<file path="src/rtl/parity_mem_path.sv">
// parity_mem_path: byte datapath with odd-parity protection.
// Write data gets an odd-parity bit. Data and parity are stored together in a
// small register file. The parity of the read-back word is checked on every read.
// Optional feature: define PARITY_INJECT_EN to add an 'inj' input. A write with
// inj=1 stores the inverted parity bit, which gives a deliberate parity error.
module parity_mem_path #(
  parameter int DEPTH  = 16,
  parameter int ADDR_W = 4
) (
  input  logic              clk,
  input  logic              rst_n,
  input  logic              wr,
  input  logic              rd,
  input  logic [ADDR_W-1:0] addr,
  input  logic [7:0]        din,
`ifdef PARITY_INJECT_EN
  input  logic              inj,
`endif
  output logic              pgen,
  output logic [7:0]        dout,
  output logic              pout,
  output logic              dout_vld,
  output logic              pe,
  output logic              err
);

  // Each stored word is {data, parity}. Reset fills every word with {0x00, 1},
  // which is a valid odd-parity word.
  logic [8:0] mem [DEPTH];
  logic       armed;
  logic       pgen_w;

  assign pgen = ~^din;

`ifdef PARITY_INJECT_EN
  assign pgen_w = pgen ^ inj;
`else
  assign pgen_w = pgen;
`endif

  assign pe  = ~^{dout, pout};
  assign err = dout_vld & pe;

  // Blocks any access on the first clock edge after reset is released.
  always_ff @(posedge clk or negedge rst_n) begin
    if (!rst_n) armed <= 1'b0;
    else        armed <= 1'b1;
  end

  // Register-file write port. A simultaneous read does not block the write.
  always_ff @(posedge clk or negedge rst_n) begin
    if (!rst_n) begin
      for (int i = 0; i < DEPTH; i++) mem[i] <= 9'h001;
    end else if (armed && wr) begin
      mem[addr] <= {din, pgen_w};
    end
  end

  // Registered read port. A read only happens when no write is in the same cycle.
  // Otherwise the data holds and the valid pulse drops.
  always_ff @(posedge clk or negedge rst_n) begin
    if (!rst_n) begin
      dout     <= 8'h00;
      pout     <= 1'b1;
      dout_vld <= 1'b0;
    end else begin
      dout_vld <= 1'b0;
      if (armed && rd && !wr) begin
        {dout, pout} <= mem[addr];
        dout_vld     <= 1'b1;
      end
    end
  end

endmodule

</file>
<file path="config.mk">
export PLATFORM = sky130hd
export DESIGN_NAME = parity_mem_path
export DESIGN_NICKNAME = d
export VERILOG_FILES = /design/src/rtl/parity_mem_path.sv
export SDC_FILE = /design/constraint.sdc
export NUM_CORES = 1
export LEC_CHECK = 0
export CAP_MARGIN = 10
export CORE_ASPECT_RATIO = 1.2
export CORE_MARGIN = 2
export CORE_UTILIZATION = 54
export DETAILED_ROUTE_END_ITERATION = 10
export PLACE_DENSITY = 0.68
export SYNTH_ARGS = -nofsm -noshare
export SYNTH_HDL_FRONTEND = slang
export SYNTH_SLANG_ARGS = --single-unit
</file>
<file path="constraint.sdc">
create_clock -name clk -period 2.5 [get_ports clk]
set_input_delay 0.5 -clock clk [delete_from_list [all_inputs] [get_ports clk]]
set_output_delay 0.5 -clock clk [all_outputs]
set_load 0.005 [all_outputs]
</file>
==> out/qor.yml <==
status: "finished clean"
hold_ws_ns: 0.0302
post_drt_wl_per_cell_microns: 22.6
ir_drop_mv: 0.708
core_area_sq_um: 12800
setup_viol: 0
layout_setup_ws_ns: 0.113
worstSetupEndpointType: "primary output"
dpl_cell_area_sq_um: 7910
cts_sinks: 155
yosysWarnings: 0
nNetsFinal: 553
cpMaxStageDelayCell: "xnor3_1"
reg2reg_depth: 4
grt_setup_unrepaired: "false"
via_count: 4203
die_area_sq_um: 14100
rows: 45
clk_pin_slew_ns: 0.06
clock-skew-final_ns: 0.00531
pin_count: 29
syn-cell-area_sq_um: 7110
cts-root-buf: "clkbuf_16"
layout_min_cycle_time_ns: 2.39
cts_inserted_buffers: 17
die_w_microns: 109
dp_hpwl_mm: 10.5
initial_core_util: 0.556
stdcell_area_sq_um: 8550
clkLatencyLatePin_ns: 0.42
drive_gt1_frac: 0.499
drcViolationCount: 0
grt_pass1_wl_mm: 25.6
worstMarginPinSlew_ns: 0.511
n_fill_cell: 907
firstDrtPassIters: 5
gr-usage-all-layers: 0.254
r2r-start: "armed"
crit_path_max_fanout: 3
synth-xor-area-share: 0.0192
critical_path_class: "reg2out"
critPathRequiredTime_ns: 2.00
power.density_nw_per_um2: 842
synth_cell_types: 32
min_period_over_period: 0.955
wl_mm: 16.1
portBuffers: 28
hold_viol: 0
ys_seq_area_frac: 0.548
hold_class: "in2async"
h-tree-depth: 4
grt_max_degree: 54
setup_tns_ns: 0
relSlewSlack: 0.659
syn_avg_cell_area_sq_um: 15.2
start_kind: "flip-flop"
p_leak_uw: 0.00382
antenna_found_initial: 0
slew_viol_final: 0
drv_cap: 0
clockBufferDepth: 2
overflow: 0
synth_top_family_by_area: "multiplexers"
die_y_microns: 130
slowest_delay_ns: 0.45
final-seq-area_sq_um: 3900
final_cell_count_no_fill: 713
synthCells: 467
synth_compound_area_frac: 0.0317
area_delta_synth_final_pct: 20.3
r2r_end: "mem[70]"
grt_pass1_vias: 4436
ant_nets: 0
yosys.area_share.simple: 0.0413
synth-seq-cells: 155
cts_tree: "done"
synth_adder_area_share: 0
detail_route.iter0.violations: 168
multiInputGateArea_sq_um: 3130
placedCellCount: 676
r2r_slack_ns: 0.72
fmax_mhz: 419
cp.arrival_ns: 1.89
path_cells: "xor2_1 -> xnor3_1 -> xnor2_2 -> and2_1 -> clkbuf_2"
yosys-mux-area-fraction: 0.339
hold_buffers: 0
vias_per_cell: 5.89
syn_nets: 483
globalplace.congestion: 0.861
dp_slack_ns: -0.364
antenna_cells: 0
## state kept, by name, summed over array words and instances (netlist names)
| register | cells |
|---|---|
| mem | 144 |
| dout_vld | 1 |
| armed | 1 |
| dout | 8 |
| pout | 1 |
## routing by layer
layer	GRT usage	up-vias	wire (microns)
met4	0.0913	0	282
met2	0.399	77	8010
met5	0	-	0
li1	-	1872	-
met1	0.359	2237	7170
met3	0.0465	17	684
## per-stage QoR
step / power [uW] / utilization
final: 7200 / 0.669
after global routing: 7550 / 0.669
after CTS: 7250 / 0.666
after detailed placement: 4790 / 0.619
after global placement: 4710 / 0.619
after floorplan: 4240 / -
## cells in the mapped netlist (all sizes together)
master  number  area, sq um
mux2       144         1620
dfrtp      138         3450
mux4        27          608
nor2        21          101
buf         19          101
mux2i       18          180
dfstp       17          447
nand2       13         48.8
clkbuf      11         41.3
xnor2       11         96.3
a22oi        9         67.6
a31oi        9         56.3
o221a        9          101
and2         2         12.5
nand2b       2         12.5
nand4b       2         17.5
nor3         2         21.3
or2          2         12.5
or3          2         12.5
or4          2         15.0
xor2         2         17.5
conb         1         3.75
nand4        1         12.5
nor2b        1         6.26
nor4         1         21.3
xnor3        1         22.5
## cell usage in the layout (no fill, tap or decap), types with 2 or more instances in the layout
cell,n
dfrtp_1,138
mux2_2,112
buf_4,46
mux2_1,32
mux4_2,27
mux2i_1,18
clkbuf_16,17
dfstp_2,17
clkdlybuf4s50_1,15
nand2_1,13
nor2_1,12
nor2_2,9
a22oi_1,9
o221a_2,9
a31oi_1,9
xnor2_2,8
buf_12,8
dlymetal6s2s_1,6
clkinvlp_4,5
clkinv_2,5
xnor2_1,3
clkbuf_2,3
xor2_1,2
and2_1,2
nand4b_1,2
or3_1,2
nand2b_1,2
or4_1,2
dlygate4sd2_1,2
## power breakdown
part	switching [uW]	total [uW]	internal (uW)
Clock	989	2370	1380
Combinational	574	1460	885
Sequential	266	3380	3110
## worst max path at each step
| stage | end | slack, ns | cells past startpoint | start |
|---|---|---|---|---|
| after floorplan | mem[1] | 0.63 | 5 | addr[1] |
| after global placement | pgen | -0.38 | 6 | din[6] |
| after detailed placement | pgen | -0.36 | 6 | din[6] |
| after CTS | pgen | -0.24 | 6 | din[4] |
| after global routing | err | 0.0004 | 5 | dout[4] |
| final | err | 0.11 | 5 | dout[4] |
## timing repair
item,in CTS,in global routing
endpoints found under the setup margin,3,3
gates resized for setup,9,16
setup buffers,6,0
pin swaps,7,8
## worst max-delay path: cells and delay by family, from the launching register on
| family | cells | cell delay (ns) |
|---|---|---|
| flops | 1 | 0.41 |
| xor+xnor | 3 | 0.80 |
| buf+inv | 1 | 0.11 |
| simple gates | 1 | 0.14 |
## cell type report
| type | count | area share |
|---|---|---|
| Clock inverter | 12 | 0.0118 |
| Timing Repair Buffer | 81 | 0.0906 |
| Clock buffer | 19 | 0.0518 |
| Tap cell | 164 | 0.0240 |
| Sequential cell | 155 | 0.456 |
| Multi-Input combinational cell | 282 | 0.366 |
## cell families (layout without fill, tap and decap cells)
logic type / Yosys count / in the layout
compound gates: 27 / 27
xor+xnor: 14 / 14
buf+inv: 30 / 112
flops: 155 / 155
mux: 189 / 189
other cells: 1 / 1
simple gates: 51 / 51
(Power assumes the default switching activity.)
